$ cat src/rtl/pipeline_hazard_ctrl.sv
// Stall/flush controller for the 5-stage core: arbitrates memory waits, EX redirects
// and load-use hazards, and keeps the memory-wait timeout and performance counters.
module pipeline_hazard_ctrl #(
    parameter int unsigned REG_ADDR_W  = 5,
    parameter int unsigned CNT_WIDTH   = 32,
    parameter int unsigned MEM_TIMEOUT = 256
) (
    input  logic                  clk,
    input  logic                  rst,
    input  logic [REG_ADDR_W-1:0] id_rs1,
    input  logic [REG_ADDR_W-1:0] id_rs2,
    input  logic                  id_uses_rs1,
    input  logic                  id_uses_rs2,
    input  logic [REG_ADDR_W-1:0] ex_rd,
    input  logic                  ex_mem_read,
    input  logic                  ex_redirect,
    input  logic                  mem_req,
    input  logic                  mem_ready,
    output logic                  pc_stall,
    output logic                  if_id_stall,
    output logic                  id_ex_stall,
    output logic                  ex_mem_stall,
    output logic                  mem_wb_stall,
    output logic                  if_id_flush,
    output logic                  id_ex_flush,
    output logic                  mem_timeout,
    output logic [CNT_WIDTH-1:0]  stall_cycles,
    output logic [CNT_WIDTH-1:0]  flush_count
);

    localparam int unsigned WAIT_W = $clog2(MEM_TIMEOUT + 1);

    typedef enum logic {
        RUN      = 1'b0,
        MEM_WAIT = 1'b1
    } state_t;

    state_t              state;
    logic [WAIT_W-1:0]   wait_cnt;
    logic [WAIT_W-1:0]   wait_cnt_nxt;
    logic                mem_stall;
    logic                load_use;
    logic                rs1_hit;
    logic                rs2_hit;
    logic                redirect_taken;

    assign mem_stall = mem_req & ~mem_ready;
    assign rs1_hit   = id_uses_rs1 & (id_rs1 == ex_rd);
    assign rs2_hit   = id_uses_rs2 & (id_rs2 == ex_rd);
    // x0 is hardwired, so a load targeting it never creates a dependency
    assign load_use  = ex_mem_read & (ex_rd != '0) & (rs1_hit | rs2_hit);

    // Priority arbitration: memory wait freezes everything, redirect squashes wrong-path work
    always_comb begin
        pc_stall       = 1'b0;
        if_id_stall    = 1'b0;
        id_ex_stall    = 1'b0;
        ex_mem_stall   = 1'b0;
        mem_wb_stall   = 1'b0;
        if_id_flush    = 1'b0;
        id_ex_flush    = 1'b0;
        redirect_taken = 1'b0;
        if (!rst) begin
            if (mem_stall) begin
                pc_stall     = 1'b1;
                if_id_stall  = 1'b1;
                id_ex_stall  = 1'b1;
                ex_mem_stall = 1'b1;
                mem_wb_stall = 1'b1;
            end else if (ex_redirect) begin
                if_id_flush    = 1'b1;
                id_ex_flush    = 1'b1;
                redirect_taken = 1'b1;
            end else if (load_use) begin
                pc_stall    = 1'b1;
                if_id_stall = 1'b1;
                id_ex_flush = 1'b1;
            end
        end
    end

    // The entry cycle of a wait counts as the first consecutive wait cycle
    always_comb begin
        wait_cnt_nxt = '0;
        if (mem_stall) begin
            if (state == RUN) begin
                wait_cnt_nxt = WAIT_W'(1);
            end else if (wait_cnt == WAIT_W'(MEM_TIMEOUT)) begin
                wait_cnt_nxt = wait_cnt;
            end else begin
                wait_cnt_nxt = wait_cnt + WAIT_W'(1);
            end
        end
    end

    always_ff @(posedge clk) begin
        if (rst) begin
            state        <= RUN;
            wait_cnt     <= '0;
            mem_timeout  <= 1'b0;
            stall_cycles <= '0;
            flush_count  <= '0;
        end else begin
            case (state)
                RUN:      state <= mem_stall ? MEM_WAIT : RUN;
                MEM_WAIT: state <= mem_stall ? MEM_WAIT : RUN;
                default:  state <= RUN;
            endcase
            wait_cnt <= wait_cnt_nxt;
            if (mem_stall && (wait_cnt_nxt == WAIT_W'(MEM_TIMEOUT))) begin
                mem_timeout <= 1'b1;
            end
            if (pc_stall && (stall_cycles != '1)) begin
                stall_cycles <= stall_cycles + CNT_WIDTH'(1);
            end
            if (redirect_taken && (flush_count != '1)) begin
                flush_count <= flush_count + CNT_WIDTH'(1);
            end
        end
    end

endmodule

$ cat config.mk
export PLATFORM = sky130hd
export DESIGN_NAME = pipeline_hazard_ctrl
export DESIGN_NICKNAME = d
export VERILOG_FILES = /design/src/rtl/pipeline_hazard_ctrl.sv
export SDC_FILE = /design/constraint.sdc
export NUM_CORES = 1
export LEC_CHECK = 0
export ABC_AREA = 1
export ABC_CLOCK_PERIOD_IN_PS = 2100
export CAP_MARGIN = 10
export CELL_PAD_IN_SITES_DETAIL_PLACEMENT = 1
export CELL_PAD_IN_SITES_GLOBAL_PLACEMENT = 2
export CORE_MARGIN = 4
export CORE_UTILIZATION = 28
export CTS_BUF_LIST = sky130_fd_sc_hd__clkbuf_8
export CTS_CLUSTER_SIZE = 10
export DETAILED_ROUTE_END_ITERATION = 8
export PLACE_DENSITY = 0.91
export SYNTH_ARGS = -nofsm -noshare
export SYNTH_HDL_FRONTEND = slang
export SYNTH_SLANG_ARGS = --single-unit
$ cat constraint.sdc
create_clock -name clk -period 2.1 [get_ports clk]
set_input_delay 0.315 -clock clk [delete_from_list [all_inputs] [get_ports clk]]
set_output_delay 0.315 -clock clk [all_outputs]
set_load 0.02 [all_outputs]
==> results summary, run 1 <==
The number of global-route vias before repair is 5480. The worst reg2reg path endpoint is flush_count[24]$_SDFFE_PP0P_. The most used flip-flop cell after synthesis is dfxtp_1. The largest net degree at the start of global routing is 69. The floorplan row count came out at 48. Traced cell by cell, the critical path runs through ha_2 -> inv_1 -> nor3_4 -> nand2_4 -> nor2_4 -> nand4_4 -> nand2_4 -> inv_2 -> buf_12 -> nand2_1 -> a21oi_1. The worst setup path is captured at a flop. At the end of the flow, the number of nets in the layout was 949.

The number of buffer and inverter stages on the critical path is 3. The number of primary I/O pins came out at 95. After detailed routing, the number of remaining DRC violations is 0.

The combinational fraction of design power came out at 9.1%. The area of the die came out at 0.0198 mm². Setup violations remaining at the end of the flow were counted as 0. For this run, the slowest stage of the critical path takes 0.35 ns. The worst-path cell with the longest stage delay is dfxtp_1. Final hold analysis gives a worst-case slack of 0.209 ns.

The number of antenna diodes in the final layout is 0. The global-route wire length before repair is 27.9 mm. The async set or reset register ratio after synthesis came out at 0%. The cell that appears most often on the critical path is nand2_4. The category of the most critical setup path is reg2reg. Among cell families on the critical path, the largest total delay comes from simple AND/OR/NAND/NOR gates. The critical path arrival is 2.22 ns. The iteration-0 DRC count of the detailed router came out at 172.

The number of I/O port buffers is 94. The initial core utilization is 28.5%. Summing the sequential cell areas from Yosys gives 30.5% of the chip area.

Yosys attributes the largest share of cell area to dfxtp_1 (30%), nand2_1 (20%), nor2_1 (7.1%). The standby leakage power is 2.57 nW. The post-layout worst setup margin is 0.109 ns. The critical path starts at flush_count[0]$_SDFFE_PP0P_.

The final route contains 5435 vias. The CTS tree is done. The post-synthesis sequential element count came out at 75. Counting distinct cell types in the post-synthesis netlist gives 28. The post-synthesis instance area came out at 0.00493 mm².

The worst-case reg-to-reg path depth came out at 11. Clock tree synthesis found a total of 75 sinks. The count of endpoints failing hold in the final timing report is 0. The power density normalized to cell area is 414 mW/mm². The count of warnings emitted by yosys came out at 0. The number of buffers on the longest clock path came out at 2.

The sum of net half-perimeters after detailed placement came out at 13.3 mm. The setup slack of the most critical reg-to-reg path is 0.11 ns. The share of the clock period used by the worst path came out at 94.8%. The flow ran to the end, and the final reports show no timing, DRC or antenna violations. The net count after synthesis is 831. The power after layout came out at 2.72 mW. After clock tree synthesis, the clock-pin slew on the worst setup and hold paths is 0.09 ns. At the later pin of the worst-skew pair, clock insertion delay measures 0.38 ns. The path class of the tightest hold or removal check is in2reg. The worst register-to-register path begins at flush_count[0]$_SDFFE_PP0P_. The maximum fanout along the worst path came out at 16. The startpoint identified for the worst hold timing path is rst.

The count of flip-flops with a built-in enable after synthesis came out at 0. The worst hold path passes through 2 cells. The instance count of the mapped netlist is 804. The mean routed wirelength per cell came out at 14.7 µm. The maximum clock frequency came out at 502 MHz. The count of max-cap constraint violations is 0.

The total global-route track usage is 17.3%. The aggregate global routing overflow came out at 0. Timing analysis after detailed placement gives a worst setup slack of -0.486 ns. The ratio of routed vias to standard cells is 4.72. Summed over all nets, the switching power comes to 0.734 mW.

Wire segments on met2 add up to 8.34 mm in the final route. The slew at the pin closest to its max-slew limit came out at 0.776 ns. The clock network fraction of design power is 38.2%.

The fraction of layout instances using a drive strength above 1 came out at 9.92%. The synthesized area divided by synthesized cell count is 6.13 µm². The die outline height is 141 µm. The clock period could shrink to 1.99 ns. The fraction of power spent switching nets is 27.0%. By count the netlist is led by nand2_1 (268), nor2_1 (93), inv_1 (81). The number of antenna violations at the first check in global routing is 0.

At the worst endpoint, the required time is 2.33 ns. The wire length on met3 is 470 µm. The number of detailed-routing iterations run before antenna repair is 4. The maximum level of the CTS H-tree came out at 3. The most numerous cell in the Yosys netlist is nand2_1.

The share of the synthesized area in the top cell type is 30.5%. The worst hold path terminates at wait_cnt[8]$_SDFF_PP0_. The routability congestion estimate came out at 0.859. The width of the chip is 141 µm. The final wirelength came out at 16.9 mm. The cell taking the most area after synthesis is dfxtp_1.

The layout has 2313 filler cells. Headroom to the max-slew limit came out at 48.3%. The detailed-route wire length on metal 1 came out at 7.68 mm. The library cell used as clock root buffer is clkbuf_8. The clock skew came out at 0.0170 ns.

The final standard cell area without fillers came out at 0.00657 mm². The fraction of power consumed by sequential logic is 52.7%. The core area is 0.0173 mm². The cell-internal power is 1.98 mW. The worst supply voltage drop on vdd came out at 0.000268 V. The highest routing layer actually used is met4. The total clock buffers created by CTS came out at 9.

The number of hold-repair buffers added at the cts stage came out at 0. The startpoint type of the worst setup path is a flop. The instance area at placement came out at 0.00631 mm². The final-report max-slew violation count was 0.

The post-route antenna net violation count came out at 0. The relative area change from synthesis to final layout is 33.2%.
-- stage by stage --
| stage | TNS, ns | instances | util [%] |
|---|---|---|---|
| detailed placement | -12.93 | 1134 | 36.5 |
| global route | -0.0523 | 1152 | 38.0 |
| finish | 0 | 1152 | 38.0 |
| CTS | 0 | 1150 | 37.4 |
| global placement | -11.14 | 1134 | 36.5 |
| floorplan | 0 | 804 | - |
-- placed cells by master (no fill, tap or decap) --
cell type        netlist  routed
a21oi_1               63      62
dlygate4sd2_1          0       1
o21ai_0                8       7
nor4_1                 1       1
clkinv_2               0       4
nor3_4                 1       1
nand3_2                1       2
inv_2                  2       2
nor2_4                 1       1
ha_2                   0       2
dlymetal6s2s_1         0       5
nand4_1               15      15
o21ai_1                0       1
clkdlybuf4s50_1        0      84
nand3b_1               9       9
dfxtp_1               75      75
a21oi_2                2       3
nor3_2                 0       1
clkinv_4               0       1
nor2_1                93      91
xnor2_1                8       8
buf_2                  2       1
nand2_1              268     266
nor3_1                28      27
nand3_1               63      62
nand4_4                0       1
buf_4                  6      35
nand2_4                1       4
and3_1                 1       1
nor2_2                 2       4
buf_12                 0       4
nand2_2               14      13
clkbuf_8               0      10
ha_1                   4       2
inv_1                 81      82
xor2_1                36      36
buf_6                  5       3
-- kinds of logic (layout without fill, tap and decap cells) --
kind of cell,Yosys count,count (layout),share of synthesized area [%]
adders and majority gates,4,4,1.02
and+or+nand+nor,499,499,43.5
buffers and inverters,109,232,9.57
DFF,75,75,30.5
AOI/OAI and AO/OA,73,73,7.57
xor gates and xnor gates,44,44,7.82
-- layout make-up --
type | count | area (µm²) | area share [%]
clock inverters | 6 | 32.5 | 0.496
repair buffers | 133 | 1290 | 19.7
clock buffers | 10 | 138 | 2.10
multi-input cells | 620 | 3010 | 45.8
flip-flops and latches | 75 | 1500 | 22.9
well taps | 225 | 282 | 4.29
inverters | 83 | 312 | 4.75
-- power groups by stage --
stage,combinational [mW],sequential (mW),clock (mW)
after floorplan,0.122,1.47,0
after global placement,0.244,1.46,0
after detailed placement,0.248,1.46,0
after CTS,0.246,1.43,1.08
after global routing,0.275,1.43,1.14
final,0.248,1.43,1.04
-- flip-flops by register name (all words and copies together), names as in the netlist --
signal        flops
state             1
stall_cycles     32
flush_count      32
wait_cnt          9
mem_timeout       1
-- per-layer routing --
metal  GRT usage [%]  vias up
li1                -     2779
met5               0        -
met4            5.00        0
met1            21.8     2558
met3            3.29       26
met2            30.1       72
-- repair_timing --
| action | 4_1_cts | 5_1_grt |
|---|---|---|
| endpoints found under the setup margin | 12 | 64 |
| pin swaps | 1 | 5 |
| buffers inserted | 0 | 2 |
| resized for setup | 15 | 23 |
-- how the worst max path moves through the flow --
stage / end / slack [ns] / depth (start not counted)
3_3_place_gp: pc_stall / -0.46 / 10
4_1_cts: if_id_stall / 0.02 / 10
3_5_place_dp: if_id_stall / -0.49 / 10
2_1_floorplan: stall_cycles[28]$_SDFFE_PP0P_ / 0.15 / 11
6_report: flush_count[24]$_SDFFE_PP0P_ / 0.11 / 11
5_1_grt: flush_count[18]$_SDFFE_PP0P_ / -0.02 / 11
(Power assumes the default switching activity.)
==> run 2: changes to the inputs <==
--- a/config.mk
+++ b/config.mk
@@ -6,7 +6,7 @@
 export NUM_CORES = 1
 export LEC_CHECK = 0
 export ABC_AREA = 1
-export ABC_CLOCK_PERIOD_IN_PS = 2100
+export ABC_CLOCK_PERIOD_IN_PS = 2200
 export CAP_MARGIN = 10
 export CELL_PAD_IN_SITES_DETAIL_PLACEMENT = 1
 export CELL_PAD_IN_SITES_GLOBAL_PLACEMENT = 2
==> constraint.sdc (replaced) <==
create_clock -name clk -period 2.2 [get_ports clk]
set_input_delay 0.33 -clock clk [delete_from_list [all_inputs] [get_ports clk]]
set_output_delay 0.33 -clock clk [all_outputs]
set_load 0.02 [all_outputs]
==> run 2 against run 1 <==
Sequential share of layout area is 0.42 points higher. Non-clock buffer count is 5 lower. Combinational power is 8.9% lower. Power is 3.8% lower. Critical path depth is 6 lower. Wire length is 0.34% lower.
==> results summary, run 2 (synthesis results as in run 1) <==
The clock-pin transition on the worst setup and hold timing paths came to 0.08 ns (was 0.09 ns). The count of max-cap constraint violations is 0 (unchanged). The met2 demand-to-capacity share in global routing is 30.2% (was 30.1%). The headroom to the max-slew limit is 48.9% (was 48.3%). The area of the die came out at 0.0198 mm² (unchanged). The number of fill cells in the layout is 2275 (was 2313). The maximum clock frequency is 478 MHz. The final-report max-slew violation count is 0 (unchanged). The CTS tree is done (unchanged). The required time at the worst-slack endpoint is 1.87 ns (was 2.33 ns). The share of the clock period used by the worst path is 95.0%. Most frequent cells in the layout: nand2_1 (267), nor2_1 (93), clkdlybuf4s50_1 (89) (was nand2_1 (266), nor2_1 (91), clkdlybuf4s50_1 (84)). The final wirelength was 16.9 mm (about the same).

The global-route wire length before repair came out at 28.1 mm (was 27.9 mm). The final hold slack came out at 0.212 ns (was 0.209 ns). The routability congestion estimate is 0.847 (was 0.859). The post-route antenna net violation count came out at 0 (unchanged).

The maximum level of the CTS H-tree is 3 (unchanged). The worst-path cell with the longest stage delay is clkdlybuf4s50_1 (was dfxtp_1). The slew at the pin closest to its max-slew limit came out at 0.766 ns (was 0.776 ns). The standby leakage power came out at 2.43 nW (was 2.57 nW). Critical-path cell list: clkdlybuf4s50_1 -> nand2_1 -> nor2_1 -> buf_4 -> clkdlybuf4s50_1 (was ha_2 -> inv_1 -> nor3_4 -> nand2_4 -> nor2_4 -> nand4_4 -> nand2_4 -> inv_2 -> buf_12 -> nand2_1 -> a21oi_1). The cell family contributing the most delay on the critical path is buffers and inverters (was simple AND/OR/NAND/NOR gates). The count of endpoints failing hold in the final timing report came out at 0 (unchanged). The total number of cells along the worst setup path came out at 5 (was 11). The sum of net half-perimeters after detailed placement came out at 13.2 mm (was 13.3 mm).

The number of I/O port buffers came out at 94 (unchanged). Top Registers: flush_count x32, stall_cycles x32, wait_cnt x9 (unchanged). The number of primary I/O pins came out at 95 (unchanged). The clock insertion delay at the later pin of the skew report came out at 0.37 ns (was 0.38 ns).

The final-stage net count came out at 944 (was 949). Setup repair after global routing could not meet its margin everywhere. The leading cell type in the layout, fill and taps excluded is nand2_1 (unchanged). The fraction of layout instances using a drive strength above 1 is 8.68% (was 9.92%).

The remaining routing DRC violations is 0 (unchanged). The number of buffer and inverter stages on the critical path was 3 (unchanged). The vias after detailed routing was 5352 (was 5435).

The accumulated negative setup slack is 0 ns (unchanged). The power density normalized to cell area is 405 mW/mm² (was 414 mW/mm²). The largest net degree at the start of global routing came to 68 (was 69). The clock skew is 0.0159 ns (was 0.0170 ns).

The core area is 0.0173 mm² (unchanged). The number of buffers on the longest clock path came out at 2 (unchanged). The mean routed wirelength per cell came out at 14.7 µm (about the same).

The number of global-route vias before repair came to 5468 (was 5480). The floorplan row count came to 48 (unchanged). The critical path arrival is 1.76 ns (was 2.22 ns).

The number of detailed-routing iterations run before antenna repair is 5 (was 4). The width of the chip came out at 141 µm (unchanged). The final antenna diode count came to 0 (unchanged).

Status: finished clean (unchanged). The ratio of routed vias to standard cells is 4.67 (was 4.72). The fraction of met3 tracks used by global routing is 3.26% (was 3.29%). The worst-case reg-to-reg path depth came out at 11 (unchanged). The total clock buffers created by CTS is 9 (unchanged). The library cell used as clock root buffer is clkbuf_8 (unchanged). The aggregate global routing overflow came out at 0 (unchanged). The setup fix buffers added after clock tree synthesis is 0 (unchanged). The minimum period implied by the final worst setup slack came out at 2.09 ns. The maximum fanout along the worst path was 5 (was 16). The number of antenna violations at the first check in global routing was 0 (unchanged). The setup-violating endpoint count in the final report is 0 (unchanged).

The busiest layer in global routing is met2 (unchanged). The met1 track utilization from global routing was 22.2% (was 21.8%). The total global-route track usage is 17.4% (was 17.3%). The kind of path behind the tightest hold check is in2reg (unchanged).

The iteration-0 DRC count of the detailed router came out at 221 (was 172). The category of the most critical setup path is in2out (was reg2reg). The cell seen most often among critical-path stages is clkdlybuf4s50_1 (was nand2_4). The worst supply voltage drop on vdd came out at 0.000231 V (was 0.000268 V).

The die outline height came out at 141 µm (unchanged). The relative area change from synthesis to final layout came out at 30.9% (was 33.2%). The startpoint type of the worst setup path is an input pin (was flop).

The delay of the slowest critical-path stage was 0.61 ns (was 0.35 ns). The power after layout is 2.61 mW (was 2.72 mW). The clock sink total came out at 75 (unchanged).

The initial core utilization is 28.5% (unchanged). The number of instances on the worst hold path came out at 2 (unchanged). The endpoint type of the worst setup path is an output port (was flop). The final design utilization came to 37.3% (was 38.0%).
[run 2: changes by cell type in the layout (fill, tap and decap cells not counted), moves of 2 or more]
cell	delta
clkinv_2	-2
clkinvlp_4	+2
nand2_4	-3
buf_12	-2
nor2_2	-2
buf_4	-6
dlymetal6s2s_1	-5
nor2_1	+2
clkdlybuf4s50_1	+5
nand2_2	+2
[run 2: metal layers]
| metal | vias to the layer above | part of all wire (%) |
|---|---|---|
| li1 | 2768 | - |
| met1 | 2489 | 46 |
| met2 | 76 | 49 |
| met3 | 19 | 3.1 |
| met4 | 0 | 1.7 |
| met5 | - | 0 |
[run 2: repair_timing]
| action | 4_1_cts | 5_1_grt |
|---|---|---|
| setup endpoints to repair | 4 | 30 |
| pin swaps | 0 | 1 |
| resized for setup | 9 | 9 |
| hold buffers | 0 | 0 |
[run 2: final cells by class]
cell class                      instances  area (µm²)  area share [%]
Clock buffer                           11         151            2.35
Clock inverter                          5        28.8           0.446
Sequential cell                        75        1500            23.3
Timing Repair Buffer                  128        1210            18.8
Inverter                               83         312            4.83
Multi-Input combinational cell        620        2960            45.9
Tap cell                              225         282            4.37
[run 2: per-stage QoR]
| step | worst slack, ns | instance area [µm²] | cells |
|---|---|---|---|
| CTS | 0.0214 | 6450 | 1147 |
| detailed placement | -0.375 | 6260 | 1131 |
| floorplan | 0.223 | 4930 | 804 |
| finish | 0.110 | 6450 | 1147 |
| global placement | -0.356 | 6260 | 1131 |
| global route | -0.0103 | 6450 | 1147 |
[run 2: final timing paths]
| check | from | end | slack (ns) |
|---|---|---|---|
| worst max register to register | flush_count[1]$_SDFFE_PP0P_ | flush_count[30]$_SDFFE_PP0P_ | 0.19 |
| worst max-delay path | mem_req | mem_wb_stall | 0.11 |
| worst min-delay path | rst | wait_cnt[1]$_SDFF_PP0_ | 0.21 |
| worst min register to register | mem_timeout$_SDFFE_PP0P_ | mem_timeout$_SDFFE_PP0P_ | 0.46 |
[run 2: where the power goes]
part | leakage (nW) | switching, mW | internal [mW]
Clock | 0.0925 | 0.556 | 0.464
Combinational | 1.74 | 0.133 | 0.0936
Sequential | 0.605 | 0.00433 | 1.36
Total | 2.43 | 0.693 | 1.92
[run 2: worst register-to-register path, delay by kind of cell, from the launching register on]
family	cells	cell delay (ns)
AO/OA/AOI/OAI	1	0.06
adder cells (fa/ha/maj)	1	0.23
buffers and inverters	3	0.34
flip-flops	1	0.39
AND/OR/NAND/NOR	6	0.85
==> run 3: changes to the inputs <==
--- a/config.mk
+++ b/config.mk
@@ -16,6 +16,7 @@
 export CTS_CLUSTER_SIZE = 10
 export DETAILED_ROUTE_END_ITERATION = 8
 export PLACE_DENSITY = 0.91
+export SLEW_MARGIN = 10
 export SYNTH_ARGS = -nofsm -noshare
 export SYNTH_HDL_FRONTEND = slang
 export SYNTH_SLANG_ARGS = --single-unit
==> results of run 3 <==
No change in the layout: final DEF, timing and power equal those of run 2.
